File: src/rtl/spi_rgb_pkg.sv
// spi_rgb_pkg: shared constants and types for the SPI RGB command decoder.
//   CMD_SET / CMD_OFF : default command byte encodings
//   cmd_state_e       : command FSM states
//   DUTY_W, duty_t    : PWM duty width and type
//   CH_R/CH_G/CH_B    : channel indices into duty arrays
package spi_rgb_pkg;

    localparam int unsigned DUTY_W  = 8;
    localparam logic [7:0]  CMD_SET = 8'h01;
    localparam logic [7:0]  CMD_OFF = 8'h00;

    localparam int unsigned CH_R   = 0;
    localparam int unsigned CH_G   = 1;
    localparam int unsigned CH_B   = 2;
    localparam int unsigned NUM_CH = 3;

    typedef logic [DUTY_W-1:0] duty_t;

    typedef enum logic [2:0] {
        WAIT_IDLE,
        IDLE,
        CMD,
        DATA,
        TAIL_SET,
        TAIL_OFF,
        DROP
    } cmd_state_e;

endpackage

File: src/rtl/spi_rgb_cmd_if.sv
// spi_rgb_cmd_if: SPI slave pins plus PWM/status outputs of spi_rgb_cmd.
//   master : drives spi_sck/spi_cs_n/spi_mosi, observes outputs (host side)
//   slave  : receives SPI pins, drives out_r/g/b, frame_ok, frame_err (decoder side)
interface spi_rgb_cmd_if;

    logic spi_sck;
    logic spi_cs_n;
    logic spi_mosi;
    logic out_r;
    logic out_g;
    logic out_b;
    logic frame_ok;
    logic frame_err;

    modport master (
        output spi_sck, spi_cs_n, spi_mosi,
        input  out_r, out_g, out_b, frame_ok, frame_err
    );

    modport slave (
        input  spi_sck, spi_cs_n, spi_mosi,
        output out_r, out_g, out_b, frame_ok, frame_err
    );

endinterface

File: src/rtl/spi_byte_rx.sv
// spi_byte_rx: SPI mode-0 byte receiver in the clk domain.
//   clk, rst_n        : system clock, async active-low reset
//   sck_i/cs_n_i/mosi_i : raw asynchronous SPI pins
//   byte_valid_o      : one-clk pulse, byte_data_o holds a completed byte (MSB first)
//   cs_fall_o/cs_rise_o : one-clk pulses on synchronised chip-select edges
//   partial_o         : bits of an incomplete byte are pending
module spi_byte_rx
    import spi_rgb_pkg::*;
(
    input  logic  clk,
    input  logic  rst_n,
    input  logic  sck_i,
    input  logic  cs_n_i,
    input  logic  mosi_i,
    output logic  byte_valid_o,
    output duty_t byte_data_o,
    output logic  cs_fall_o,
    output logic  cs_rise_o,
    output logic  partial_o
);

    logic [1:0] sck_sync_q, cs_sync_q, mosi_sync_q;
    logic       sck_prev_q, cs_prev_q;
    logic [2:0] bit_cnt_q;
    duty_t      shift_q, byte_data_q;
    logic       byte_valid_q;
    logic       sck_s, cs_s, mosi_s, sck_rise;

    assign sck_s    = sck_sync_q[1];
    assign cs_s     = cs_sync_q[1];
    assign mosi_s   = mosi_sync_q[1];
    assign sck_rise = sck_s & ~sck_prev_q & ~cs_s;

    // Synchronisers reset to "selected" (0) so a frame in flight across reset
    // is never mistaken for a fresh cs_n fall; a real cs_n high is required first.
    always_ff @(posedge clk or negedge rst_n) begin
        if (!rst_n) begin
            sck_sync_q   <= '0;
            cs_sync_q    <= '0;
            mosi_sync_q  <= '0;
            sck_prev_q   <= 1'b0;
            cs_prev_q    <= 1'b0;
            bit_cnt_q    <= '0;
            shift_q      <= '0;
            byte_data_q  <= '0;
            byte_valid_q <= 1'b0;
        end else begin
            sck_sync_q   <= {sck_sync_q[0], sck_i};
            cs_sync_q    <= {cs_sync_q[0], cs_n_i};
            mosi_sync_q  <= {mosi_sync_q[0], mosi_i};
            sck_prev_q   <= sck_s;
            cs_prev_q    <= cs_s;
            byte_valid_q <= 1'b0;
            if (cs_s) begin
                bit_cnt_q <= '0;
            end else if (sck_rise) begin
                shift_q   <= {shift_q[DUTY_W-2:0], mosi_s};
                bit_cnt_q <= bit_cnt_q + 3'd1;
                if (bit_cnt_q == 3'd7) begin
                    byte_valid_q <= 1'b1;
                    byte_data_q  <= {shift_q[DUTY_W-2:0], mosi_s};
                end
            end
        end
    end

    assign byte_valid_o = byte_valid_q;
    assign byte_data_o  = byte_data_q;
    assign cs_fall_o    = ~cs_s & cs_prev_q;
    assign cs_rise_o    = cs_s & ~cs_prev_q;
    assign partial_o    = (bit_cnt_q != 3'd0);

endmodule

File: src/rtl/spi_rgb_cmd.sv
// spi_rgb_cmd: SPI colour-frame decoder driving three PWM on/off outputs.
//   clk, rst_n : system clock (>= 4x spi_sck), async active-low reset
//   bus        : slave modport -- spi_sck/spi_cs_n/spi_mosi in;
//                out_r/out_g/out_b PWM bits, frame_ok/frame_err one-clk pulses out
// Frames: CMD_SET R G B sets the colour, CMD_OFF blanks all channels. Committed
// duties wait in pending registers and reach the PWM only at a period boundary.
module spi_rgb_cmd #(
    parameter int unsigned PWM_DIV = 16,
    parameter logic [7:0]  CMD_SET = spi_rgb_pkg::CMD_SET,
    parameter logic [7:0]  CMD_OFF = spi_rgb_pkg::CMD_OFF
) (
    input logic          clk,
    input logic          rst_n,
    spi_rgb_cmd_if.slave bus
);

    import spi_rgb_pkg::*;

    localparam int unsigned PSC_W = (PWM_DIV > 1) ? $clog2(PWM_DIV) : 1;

    logic       byte_valid, cs_fall, cs_rise, partial;
    duty_t      byte_data;

    cmd_state_e state_q;
    logic [1:0] idx_q;
    logic       frame_ok_q, frame_err_q;

    duty_t [NUM_CH-1:0] stage_q, pend_q, pend_d, act_q, act_d;
    logic  [PSC_W-1:0]  psc_q, psc_d;
    duty_t              cnt_q, cnt_d;
    logic  [NUM_CH-1:0] out_q, out_d;
    logic               commit_set, commit_off, psc_wrap, boundary;

    spi_byte_rx u_rx (
        .clk         (clk),
        .rst_n       (rst_n),
        .sck_i       (bus.spi_sck),
        .cs_n_i      (bus.spi_cs_n),
        .mosi_i      (bus.spi_mosi),
        .byte_valid_o(byte_valid),
        .byte_data_o (byte_data),
        .cs_fall_o   (cs_fall),
        .cs_rise_o   (cs_rise),
        .partial_o   (partial)
    );

    // Commit is decided combinationally so a commit landing on the period
    // boundary is forwarded straight into the active duties at that edge.
    always_comb begin
        commit_set = cs_rise && !partial && (state_q == TAIL_SET);
        commit_off = cs_rise && !partial && (state_q == TAIL_OFF);
        psc_wrap   = (psc_q == PSC_W'(PWM_DIV - 1));
        psc_d      = psc_wrap ? '0 : psc_q + PSC_W'(1);
        cnt_d      = psc_wrap ? cnt_q + 8'd1 : cnt_q;
        boundary   = psc_wrap && (cnt_q == '1);
        pend_d     = pend_q;
        act_d      = act_q;
        out_d      = '0;
        for (int unsigned ch = 0; ch < NUM_CH; ch++) begin
            if (commit_set)      pend_d[ch] = stage_q[ch];
            else if (commit_off) pend_d[ch] = '0;
            if (boundary)        act_d[ch]  = pend_d[ch];
            // Compare next count with next duty so the registered output
            // lines up with the count value it belongs to.
            out_d[ch] = (cnt_d < act_d[ch]);
        end
    end

    always_ff @(posedge clk or negedge rst_n) begin
        if (!rst_n) begin
            state_q     <= WAIT_IDLE;
            idx_q       <= '0;
            stage_q     <= '0;
            frame_ok_q  <= 1'b0;
            frame_err_q <= 1'b0;
        end else begin
            frame_ok_q  <= 1'b0;
            frame_err_q <= 1'b0;
            case (state_q)
                WAIT_IDLE: if (cs_rise) state_q <= IDLE;
                IDLE: begin
                    if (cs_fall) begin
                        state_q <= CMD;
                        idx_q   <= '0;
                    end
                end
                default: begin
                    if (cs_rise) begin
                        state_q <= IDLE;
                        if ((state_q == TAIL_SET || state_q == TAIL_OFF) && !partial)
                            frame_ok_q <= 1'b1;
                        else
                            frame_err_q <= 1'b1;
                    end else if (byte_valid) begin
                        case (state_q)
                            CMD: begin
                                if (byte_data == CMD_SET) begin
                                    state_q <= DATA;
                                    idx_q   <= '0;
                                end else if (byte_data == CMD_OFF) begin
                                    state_q <= TAIL_OFF;
                                end else begin
                                    state_q <= DROP;
                                end
                            end
                            DATA: begin
                                stage_q[idx_q] <= byte_data;
                                if (idx_q == 2'd2) state_q <= TAIL_SET;
                                else               idx_q   <= idx_q + 2'd1;
                            end
                            default: state_q <= DROP;
                        endcase
                    end
                end
            endcase
        end
    end

    always_ff @(posedge clk or negedge rst_n) begin
        if (!rst_n) begin
            pend_q <= '0;
            act_q  <= '0;
            psc_q  <= '0;
            cnt_q  <= '0;
            out_q  <= '0;
        end else begin
            pend_q <= pend_d;
            act_q  <= act_d;
            psc_q  <= psc_d;
            cnt_q  <= cnt_d;
            out_q  <= out_d;
        end
    end

    assign bus.out_r     = out_q[CH_R];
    assign bus.out_g     = out_q[CH_G];
    assign bus.out_b     = out_q[CH_B];
    assign bus.frame_ok  = frame_ok_q;
    assign bus.frame_err = frame_err_q;

endmodule
File: src/flat_wrapper.sv
// flat-port wrapper written by rule: the top's interface ports become plain ports
module spi_rgb_cmd_flat import spi_rgb_pkg::*;
#(
    parameter int unsigned PWM_DIV = 16,
    parameter logic [7:0]  CMD_SET = spi_rgb_pkg::CMD_SET,
    parameter logic [7:0]  CMD_OFF = spi_rgb_pkg::CMD_OFF
)
  (clk, rst_n, bus_spi_sck, bus_spi_cs_n, bus_spi_mosi, bus_out_r, bus_out_g, bus_out_b, bus_frame_ok, bus_frame_err);
  spi_rgb_cmd_if bus_i ();
  input logic clk;
  input logic rst_n;
  input wire logic [$bits(bus_i.spi_sck)-1:0] bus_spi_sck;
  input wire logic [$bits(bus_i.spi_cs_n)-1:0] bus_spi_cs_n;
  input wire logic [$bits(bus_i.spi_mosi)-1:0] bus_spi_mosi;
  output wire logic [$bits(bus_i.out_r)-1:0] bus_out_r;
  output wire logic [$bits(bus_i.out_g)-1:0] bus_out_g;
  output wire logic [$bits(bus_i.out_b)-1:0] bus_out_b;
  output wire logic [$bits(bus_i.frame_ok)-1:0] bus_frame_ok;
  output wire logic [$bits(bus_i.frame_err)-1:0] bus_frame_err;
  assign bus_i.spi_sck = bus_spi_sck;
  assign bus_i.spi_cs_n = bus_spi_cs_n;
  assign bus_i.spi_mosi = bus_spi_mosi;
  assign bus_out_r = bus_i.out_r;
  assign bus_out_g = bus_i.out_g;
  assign bus_out_b = bus_i.out_b;
  assign bus_frame_ok = bus_i.frame_ok;
  assign bus_frame_err = bus_i.frame_err;
  spi_rgb_cmd #(.PWM_DIV(PWM_DIV), .CMD_SET(CMD_SET), .CMD_OFF(CMD_OFF)) u_core (.clk(clk), .rst_n(rst_n), .bus(bus_i));
endmodule
File: config.mk
export PLATFORM = sky130hd
export DESIGN_NAME = spi_rgb_cmd_flat
export DESIGN_NICKNAME = d
export VERILOG_FILES = /design/src/rtl/spi_rgb_pkg.sv /design/src/rtl/spi_rgb_cmd_if.sv /design/src/rtl/spi_byte_rx.sv /design/src/rtl/spi_rgb_cmd.sv /design/src/flat_wrapper.sv
export SDC_FILE = /design/constraint.sdc
export NUM_CORES = 1
export LEC_CHECK = 0
export ABC_AREA = 1
export CORE_MARGIN = 8
export CORE_UTILIZATION = 45
export DETAILED_ROUTE_END_ITERATION = 7
export PLACE_DENSITY = 0.61
export SETUP_SLACK_MARGIN = 0.02
export SLEW_MARGIN = 20
export SYNTH_ARGS = -nofsm -noshare
export SYNTH_HDL_FRONTEND = slang
export SYNTH_SLANG_ARGS = --single-unit
File: constraint.sdc
create_clock -name clk -period 2.81 [get_ports clk]
set_clock_uncertainty 0.1 [all_clocks]
set_input_delay 0.843 -clock clk [delete_from_list [all_inputs] [get_ports clk]]
set_output_delay 0.843 -clock clk [all_outputs]
set_load 0.02 [all_outputs]
; ---- After elaboration in Yosys (flattened, before gate mapping)
; Index checks and enable logic that the tools add are counted.
[totals]
input_bits = 5
output_inout_bits = 5
wordCells = 122
regBits = 121
[classes]
n_bitwise = 10
n_addsub = 4
n_eq_ne = 16
order_cmp = 5
n_reduce_logical = 21
muxes = 41
[op_table]
columns = operator, count
row1 = 2-to-1 mux 8 bit, 11
row2 = bitwise mux 24 bit, 1
row3 = < comparator 8 bit, 3
row4 = 2-to-1 mux 3 bit, 8
row5 = demux 8 bit (select 2 bit), 1
row6 = 2-to-1 mux 2 bit, 6
row7 = one-hot mux 3 bit (2 select lines), 2
row8 = equality test 3 bit (second input constant), 3
row9 = 2-to-1 mux 1 bit, 9
row10 = nonzero test 3 bit, 3
row11 = adder 8 x 1 -> 8 bit (second input constant), 1
row12 = equality test 8 x 1 -> 1 bit (second input constant), 1
row13 = equality test 8 bit (second input constant), 1
row14 = zero test 8 bit, 1
row15 = one-hot mux 2 bit (2 select lines), 2
row16 = AND reduction 4 bit, 2
row17 = AND reduction 7 bit, 1
row18 = equality test 3 x 2 -> 1 bit (second input constant), 2
row19 = logical AND 1 bit, 6
row20 = NOT 1 bit, 6
row21 = adder 4 x 1 -> 4 bit (second input constant), 1
row22 = AND 1 bit, 4
row23 = equality test 4 bit (second input constant), 1
row24 = 2-to-1 mux 4 bit, 1
row25 = 18 further kinds, 20

; ---- Longest topological paths before layout
; Gate-level depths: netlist of the first run.
[depth]
ltp_word = 8
mapped_depth = 16
ltp_nobuf = 15

; ---- Cells and area by module
; Synthesis of the first run repeated with hierarchy kept, for this count alone.
[hier_totals]
cells_unflattened = 603
hier_area_um2 = 5590.4
[modules_own_cells]
columns = module, n_inst, seq_area_each_um2, cells_each, area_per_inst_um2
row1 = spi_rgb_cmd, 1, 2352.3, 501, 4546.9
row2 = spi_byte_rx, 1, 675.6, 102, 1043.5

; ---- Least setup slack after synthesis of the first run
; OpenSTA, ideal clock, no wires.
[synth_timing]
kind = flip-flop to flip-flop
start = register u_core.psc_q[0]
end = register u_core.out_q[0]
t_required_ns = 2.633
synth_period_minus_slack_ns = 2.281
setup_time_ns = 0.077
n_path_buf = 0
slack_ns = 0.529
arrival_time_ns = 2.104
path_stages_with_launch = 14
cell_sequence = dfrtp_1 ha_1 nand2_1 inv_1 nand2_2 inv_1 nand4_1 nand3b_1 nor2_1 xor2_1 ha_1 a21oi_1 o21ai_0 a21oi_1
[synth_via]
word_cells_on_any_way = 5
classes_between = 1 x order compare / 1 x eq/ne / 2 x mux / 1 x reduce/logical
[synth_rtl]
columns = item, line
row1 = "start, declared", spi_rgb_cmd.sv:29  ; logic [PSC_W-1:0] psc_q, psc_d;
row2 = "start signal, assigned", spi_rgb_cmd.sv:129  ; psc_q <= psc_d;
row3 = equality test 4 bit, spi_rgb_cmd.sv:52  ; psc_wrap = (psc_q == PSC_W'(PWM_DIV - 1));
row4 = 2-to-1 mux 8 bit, spi_rgb_cmd.sv:54  ; cnt_d = psc_wrap ? cnt_q + 8'd1 : cnt_q;
row5 = net u_core.cnt_d[7], spi_rgb_cmd.sv:30  ; duty_t cnt_q, cnt_d;
row6 = < comparator 8 bit, spi_rgb_cmd.sv:65  ; out_d[ch] = (cnt_d < act_d[ch]);
row7 = net u_core.out_d[0], spi_rgb_cmd.sv:31  ; logic [NUM_CH-1:0] out_q, out_d;
row8 = "end signal, assigned", spi_rgb_cmd.sv:131  ; out_q <= out_d;
row9 = "end, declared", spi_rgb_cmd.sv:31
; The timed path passes the listed nets, and every way through them passes these cells.
; A chain may end at the register's enable or synchronous reset.

; ---- Worst setup path after layout of the first run
[layout_timing]
start = register u_core.psc_q[0]
end = register u_core.out_q[1]
; The elaborated chain is that of the path after synthesis.

==> results of run 1 <==
-- area by class of cell --
type	count	area, um2
inverters	68	255
clock buffers	22	484
repair buffers	15	145
well taps	143	179
clock inverters	10	189
multi-input cells	344	1930
fillers	992	5250
flip-flops and latches	121	3030
-- worst max-delay path by stage --
stage                       to  slack (ns)  cells after the start
3_3_place_gp   u_core.out_q[1]        0.31                     13
3_5_place_dp   u_core.out_q[1]        0.30                     13
2_1_floorplan  u_core.out_q[0]        0.53                     13
6_report       u_core.out_q[1]        0.24                     13
5_1_grt        u_core.out_q[2]        0.06                     13
4_1_cts        u_core.out_q[1]        0.26                     13
-- synth_stat cells --
cell type,count
nor4_1,1
nor2_1,17
buf_6,3
buf_1,2
a21oi_1,16
inv_2,4
dfrtp_1,121
o21ai_1,17
nor4_4,1
and2_1,3
a311oi_1,1
nand2_2,5
xor2_1,4
nand4_1,2
nor3_1,2
buf_2,6
a32o_1,21
nand2_4,1
nand3b_1,1
nor2_8,1
ha_1,29
nand3_1,23
or2_1,1
inv_1,64
nor2_4,2
xnor2_1,2
or2_2,2
a31oi_1,1
clkbuf_1,4
nand3_2,1
o21ai_0,34
o211ai_1,1
nand2_1,155
-- through the flow --
stage	power, mW	area, um2	hold WS, ns
2_1_floorplan	2.21	5300	0.231
3_3_place_gp	2.34	5540	0.234
3_5_place_dp	2.34	5540	0.239
4_1_cts	4.78	6210	0.252
5_1_grt	4.93	6210	0.255
6_report	4.73	6210	0.248
-- registers in the layout, summed over array words and instances (netlist names), 2 cells and up --
| register | flops |
|---|---|
| u_core.act_q | 24 |
| u_core.cnt_q | 8 |
| u_core.idx_q | 2 |
| u_core.out_q | 3 |
| u_core.pend_q | 24 |
| u_core.psc_q | 4 |
| u_core.stage_q | 24 |
| u_core.state_q | 3 |
| u_core.u_rx.bit_cnt_q | 3 |
| u_core.u_rx.byte_data_o | 8 |
| u_core.u_rx.cs_sync_q | 2 |
| u_core.u_rx.mosi_sync_q | 2 |
| u_core.u_rx.sck_sync_q | 2 |
| u_core.u_rx.shift_q | 7 |
-- cell families (layout without fill, tap and decap cells) --
| family | count (synthesis) | after routing | share of synthesized area [%] |
|---|---|---|---|
| adder cells (fa/ha/maj) | 29 | 29 | 6.84 |
| AO/OA/AOI/OAI | 91 | 91 | 10.7 |
| flip-flops | 121 | 121 | 57.1 |
| AND/OR/NAND/NOR | 218 | 218 | 17.9 |
| buffers and inverters | 83 | 115 | 6.44 |
| XOR/XNOR | 6 | 6 | 0.991 |
-- metal layers --
layer	global-route usage (%)	part of all wire (%)	wire, um	vias to the layer above
li1	-	-	-	1833
met1	18.0	48	4970	1757
met2	22.3	48	4910	57
met3	4.30	2.6	263	10
met4	5.17	1.0	104	0
met5	0	0	0	-
-- layout by cell type (no fill, tap or decap), types with 2 or more instances in the layout --
cell,count
nor3_1,2
nor2_1,17
xor2_1,4
a32o_1,21
inv_1,64
clkdlybuf4s50_1,8
bufinv_16,5
o21ai_0,34
ha_1,29
nor2_4,2
inv_2,4
nand3_1,23
clkbuf_8,4
dfrtp_1,121
nand2_2,5
clkbuf_16,17
clkinv_4,3
or2_2,2
xnor2_1,2
nand4_1,2
buf_4,6
and2_1,3
a21oi_1,16
o21ai_1,17
nand2_1,155
-- report_power, final --
part / internal [mW] / total, mW / switching, mW
clock network: 1.67 / 2.41 / 0.745
registers: 1.81 / 1.87 / 0.0572
logic: 0.133 / 0.448 / 0.314
-- critical path, delay by kind of cell, from the launching register on --
kind	cells	cell delay, ns
simple gates	5	0.66
fa+ha+maj	2	0.48
flops	1	0.36
compound gates	3	0.35
xor+xnor	1	0.34
buf+inv	2	0.22
==> results by group, run 1 <==
Detailed routing
  – DRT iter0 DRCs: about 190
  – Via count: 3657
  – DRT Pass-1 Iters: 4
  – Drc violations: 0
  – Antenna Nets Post-Route: 0
  – Post-DR vias/cell: 5.06
  – WL final: 10.3 mm
  – Wire per inst: ~14 um

Setup path
  – Setup CP Type: flip-flop to flip-flop
  – Req. time, crit path: 3.05 ns
  – Worst Reg-to-Reg Cells: 13
  – Worst-path fanout max: 6
  – FF-to-FF setup slack: 0.24 ns
  – CP Launch Point: u_core.psc_q[0]
  – Worst reg2reg startpoint: u_core.psc_q[0]
  – Crit-path cells: ha_1 -> nand2_1 -> inv_1 -> nand2_2 -> inv_1 -> nand4_1 -> nand3b_1 -> nor2_1 -> xor2_1 -> ha_1 -> a21oi_1 -> o21ai_0 -> a21oi_1
  – Crit-path slowest cell: dfrtp_1
  – Crit start category: flip-flop
  – RR Endpoint: u_core.out_q[1]
  – CP arrival: 2.81 ns
  – Max incr delay on CP: 0.36 ns
  – Endpoint class of the critical path: flip-flop

Cells and area
  – Nets@finish: ~600
  – Post-route core utilization: 54.2%
  – Area delta synth->final: 17.2%
  – Layout cells sized above 1: a little under a tenth
  – Final Non-Filler Cells: around 720
  – Antenna Cells: 0

Job
  – Max Cap Violations: 0

Floorplanning
  – Die Width: 125 um
  – Die Y: roughly 120 um
  – Core area: 11500 um2
  – Cell row count: 39
  – Top-level I/O count: 10
  – Die ar.: 15500 um2
  – Initial core utilization: 46.3%

Clock network
  – CTS tree: done
  – CTS H-Tree Depth: 4
  – Root Buffer Master: clkbuf_16
  – Max clock buf depth: 2
  – Hold Buf Count CTS: 0
  – CTS Sinks: 121
  – CTS clock-pin slew for the worst setup and hold paths: 0.05 ns
  – Post-CTS Setup Inserts: 0
  – Clk_lat worst skew: 0.41 ns
  – Num CTS Buffers: 17
  – CTS resizes: 0

Synthesis
  – Mapped Area: 5300 um2
  – Yosys top cell by area: dfrtp_1
  – Post-Syn Instances: 548
  – Syn_area_per_cell: 9.68 um2
  – Register area share after synthesis: a little under three fifths
  – Synthesized flop and latch total: 121
  – Dominant cells by area after synthesis: dfrtp_1 (57%), nand2_1 (11%), ha_1 (6.8%), inv_1 (4.5%), a32o_1 (4.0%)
  – Mapped Nets: between 500 and 600
  – Netlist cell types: 33
  – Post-synth top area share: 57.1%
  – Synth warnings: 0

GRT
  – Initial antenna violation count: 0
  – Largest net degree at the start of global routing: 53
  – GRT overflow: 0
  – Number of global-route vias before repair: around 3700
  – Global-route wire length before repair: approximately 18 mm
  – Total global-route track usage: between 10% and 20%

Timing
  – Max frequency: 389 MHz
  – Final period utilization: between 90% and 100%
  – Setup Viol. Count Final: 0
  – Slew margin rel.: 56.0%
  – Worst-Margin Slew: 0.660 ns
  – Setup TNS: 0 ns
  – RSZ-0062 raised after global routing: no
  – Slew Viols, Final: 0
  – Post-layout minimum cycle time: 2.57 ns
  – Final worst slack: roughly 0.24 ns
  – Hold Vio Cnt, Final: 0

Status
  – Status: finished, final reports clean

Placed design
  – Gp weighted congestion: 0.780
  – PortBufs: 9
  – Final HPWL from detailed placement: 6.83 mm
  – Placed cells: 691
  – Pre-CTS WS: 0.296 ns

Power and ir drop
  – Worst vdd ir: 0.000401 V
  – Pwr Density: around 760 nW/um2
  – Leak: 3.07 nW

Min path
  – Hold EP: u_core.u_rx.sck_sync_q[1]
  – Hold Crit Class: flip-flop to flip-flop
  – Hold-critical path depth: 0
  – Worst Min Path Start: u_core.u_rx.sck_sync_q[0]
No activity file was read; power rests on OpenSTA's default activity.
==> run 2, diff against run 1 <==
- CAP_MARGIN: unset -> 25
- MAX_ROUTING_LAYER: unset -> met4
- clock period: 2.81 -> 3.2 ns (I/O delays scaled with it)
==> results by group, run 2 (synthesized netlist as in run 1, its figures left out) <==
Power and ir drop
  – Leak: 3.02 nW (was 3.07 nW)
  – Pwr Density: 644 nW/um2 (was 762 nW/um2)
  – Final total power: 3.94 mW (was 4.73 mW)
  – Worst vdd ir: 0.000361 V (was 0.000401 V)

Timing
  – Worst-Margin Slew: 0.627 ns (was 0.660 ns)
  – Hold Vio Cnt, Final: 0 (unchanged)
  – RSZ-0062 raised after global routing: no (unchanged)
  – Post-layout minimum cycle time: 2.62 ns (was 2.57 ns)
  – Slew Viols, Final: 0 (unchanged)
  – Setup TNS: 0 ns (unchanged)
  – Setup Viol. Count Final: 0 (unchanged)
  – Max frequency: 382 MHz (was 389 MHz)
  – Final period utilization: 81.9% (was 91.4%)
  – Slew margin rel.: 57.8% (was 56.0%)

Clock network
  – CTS resizes: 0 (unchanged)
  – CTS tree: done (unchanged)
  – Post-CTS Setup Inserts: 0 (unchanged)
  – CTS H-Tree Depth: 4 (unchanged)
  – Num CTS Buffers: 17 (unchanged)
  – Clk_lat worst skew: 0.40 ns (was 0.41 ns)
  – CTS Sinks: 121 (unchanged)
  – Max clock buf depth: 2 (unchanged)
  – CTS clock-pin slew for the worst setup and hold paths: 0.06 ns (was 0.05 ns)
  – Root Buffer Master: clkbuf_16 (unchanged)
  – Hold Buf Count CTS: 0 (unchanged)

Placed design
  – Gp weighted congestion: 0.820 (was 0.780)
  – PortBufs: 9 (unchanged)
  – Final HPWL from detailed placement: 6.96 mm (was 6.83 mm)

Setup path
  – Crit-path slowest cell: dfrtp_1 (unchanged)
  – Req. time, crit path: 3.43 ns (was 3.05 ns)
  – WP depth: 13 (unchanged)
  – Crit start category: flip-flop (unchanged)
  – Setup CP Type: flip-flop to flip-flop (unchanged)
  – Worst setup path endpoint: u_core.out_q[0] (was u_core.out_q[1])
  – Max incr delay on CP: 0.38 ns (was 0.36 ns)
  – Buffers & Inverters on Critical Path: 2 (unchanged)
  – FF-to-FF setup slack: 0.58 ns (was 0.24 ns)
  – CP Launch Point: u_core.psc_q[0] (unchanged)
  – Crit-path cells: ha_1 -> nand2_1 -> inv_1 -> nand2_2 -> inv_1 -> nand4_1 -> nand3b_1 -> nor2_1 -> xor2_1 -> ha_1 -> a21oi_1 -> o21ai_0 -> a21oi_1 (unchanged)
  – CP top delay family: simple AND/OR/NAND/NOR gates (unchanged)
  – Worst reg2reg startpoint: u_core.psc_q[0] (unchanged)
  – Worst-path fanout max: 6 (unchanged)
  – Endpoint class of the critical path: flip-flop (unchanged)
  – CP arrival: 2.85 ns (was 2.81 ns)
  – RR Endpoint: u_core.out_q[0] (was u_core.out_q[1])
  – Worst Reg-to-Reg Cells: 13 (unchanged)

Min path
  – Worst Min Path Start: u_core.u_rx.sck_sync_q[0] (unchanged)
  – Hold-critical path depth: 0 (unchanged)
  – Hold Crit Class: flip-flop to flip-flop (unchanged)

GRT
  – Total global-route track usage: 14.2% (about the same)
  – Largest net degree at the start of global routing: 68 (was 53)
  – Number of global-route vias before repair: 3786 (was 3688)
  – GRT overflow: 0 (unchanged)
  – Initial antenna violation count: 0 (unchanged)
  – Global-route wire length before repair: 17.8 mm (was 18.0 mm)

Detailed routing
  – Wire per inst: 14.0 um (was 14.2 um)
  – Via count: 3652 (was 3657)
  – DRT iter0 DRCs: 194 (was 193)
  – DRT Pass-1 Iters: 4 (unchanged)
  – Drc violations: 0 (unchanged)
  – Post-DR vias/cell: 5.07 (was 5.06)
  – Antenna Nets Post-Route: 0 (unchanged)
  – WL final: 10.1 mm (was 10.3 mm)

Cells and area
  – Commonest non-fill, non-tap cell in the layout: nand2_1 (unchanged)
  – Commonest non-fill, non-tap cells in the layout: nand2_1 (155), dfrtp_1 (121), inv_1 (64) (unchanged)
  – Layout cells sized above 1: 9.00% (was 9.48%)
  – Area delta synth->final: 15.4% (was 17.2%)
  – Antenna Cells: 0 (unchanged)
  – Biggest regs: u_core.act_q: 24 flops, u_core.pend_q: 24 flops, u_core.stage_q: 24 flops (unchanged)
  – Fill cells: 1035 (was 992)
  – Nets@finish: 599 (was 601)

Floorplanning
  – Die ar.: 15500 um2 (unchanged)
  – Die Y: 125 um (unchanged)
  – Core area: 11500 um2 (unchanged)
  – Initial core utilization: 46.3% (unchanged)
  – Die Width: 125 um (unchanged)
  – Top-level I/O count: 10 (unchanged)
  – Cell row count: 39 (unchanged)

Status
  – Status: finished, final reports clean (unchanged)

Job
  – Max Cap Violations: 0 (unchanged)
## run 2: cell types whose count changed in the layout (fill, tap and decap cells not counted), sizes merged
cell	previous run	this run
buf	7	5
bufinv	5	3
clkbuf	22	20
clkinvlp	1	4
inv	68	69
## run 2: worst register-to-register path, delay by kind of cell (launching register included)
family | cells | cell delay, ns
simple gates | 5 | 0.64
flops | 1 | 0.38
buf+inv | 2 | 0.21
xor+xnor | 1 | 0.33
fa+ha+maj | 2 | 0.49
compound gates | 3 | 0.38
## run 2: metal layers
| layer | global-route usage, % | vias up | part of all wire [%] |
|---|---|---|---|
| met5 | - | - | 0 |
| met2 | 22.5 | 33 | 49 |
| met4 | 4.46 | 0 | 0.69 |
| met3 | 3.45 | 6 | 2.2 |
| met1 | 17.6 | 1789 | 48 |
| li1 | - | 1824 | - |
## run 2: area by class of cell
| type | count | area (um2) | area share [%] |
|---|---|---|---|
| multi-input cells | 344 | 1930 | 31.6 |
| clock inverters | 12 | 149 | 2.43 |
| clock buffers | 20 | 447 | 7.30 |
| well taps | 143 | 179 | 2.92 |
| inverters | 68 | 255 | 4.17 |
| flip-flops and latches | 121 | 3030 | 49.5 |
| repair buffers | 13 | 130 | 2.13 |
## run 2: stage by stage
step / utilization (%) / cells / worst slack [ns] / instance area, um2 / hold slack (ns)
final: 53.4 / 721 / 0.579 / 6120 / 0.251
after global routing: 53.4 / 721 / 0.358 / 6120 / 0.255
after CTS: 53.4 / 721 / 0.586 / 6120 / 0.250
after detailed placement: 48.2 / 689 / 0.617 / 5530 / 0.236
after global placement: 48.2 / 689 / 0.711 / 5530 / 0.233
after floorplan: - / 548 / 0.919 / 5300 / 0.231
## run 2: where the power goes
group / leakage (nW) / internal (mW) / switching [mW] / total [mW]
logic: 1.09 / 0.115 / 0.282 / 0.397
clock network: 0.282 / 1.24 / 0.668 / 1.91
registers: 1.64 / 1.59 / 0.0466 / 1.64
## run 2: how the worst min path moves through the flow
stage                                            to
after floorplan            u_core.u_rx.cs_sync_q[1]
after global placement    u_core.u_rx.sck_sync_q[1]
after detailed placement  u_core.u_rx.sck_sync_q[1]
after CTS                 u_core.u_rx.sck_sync_q[1]
after global routing      u_core.u_rx.sck_sync_q[1]
final                     u_core.u_rx.sck_sync_q[1]
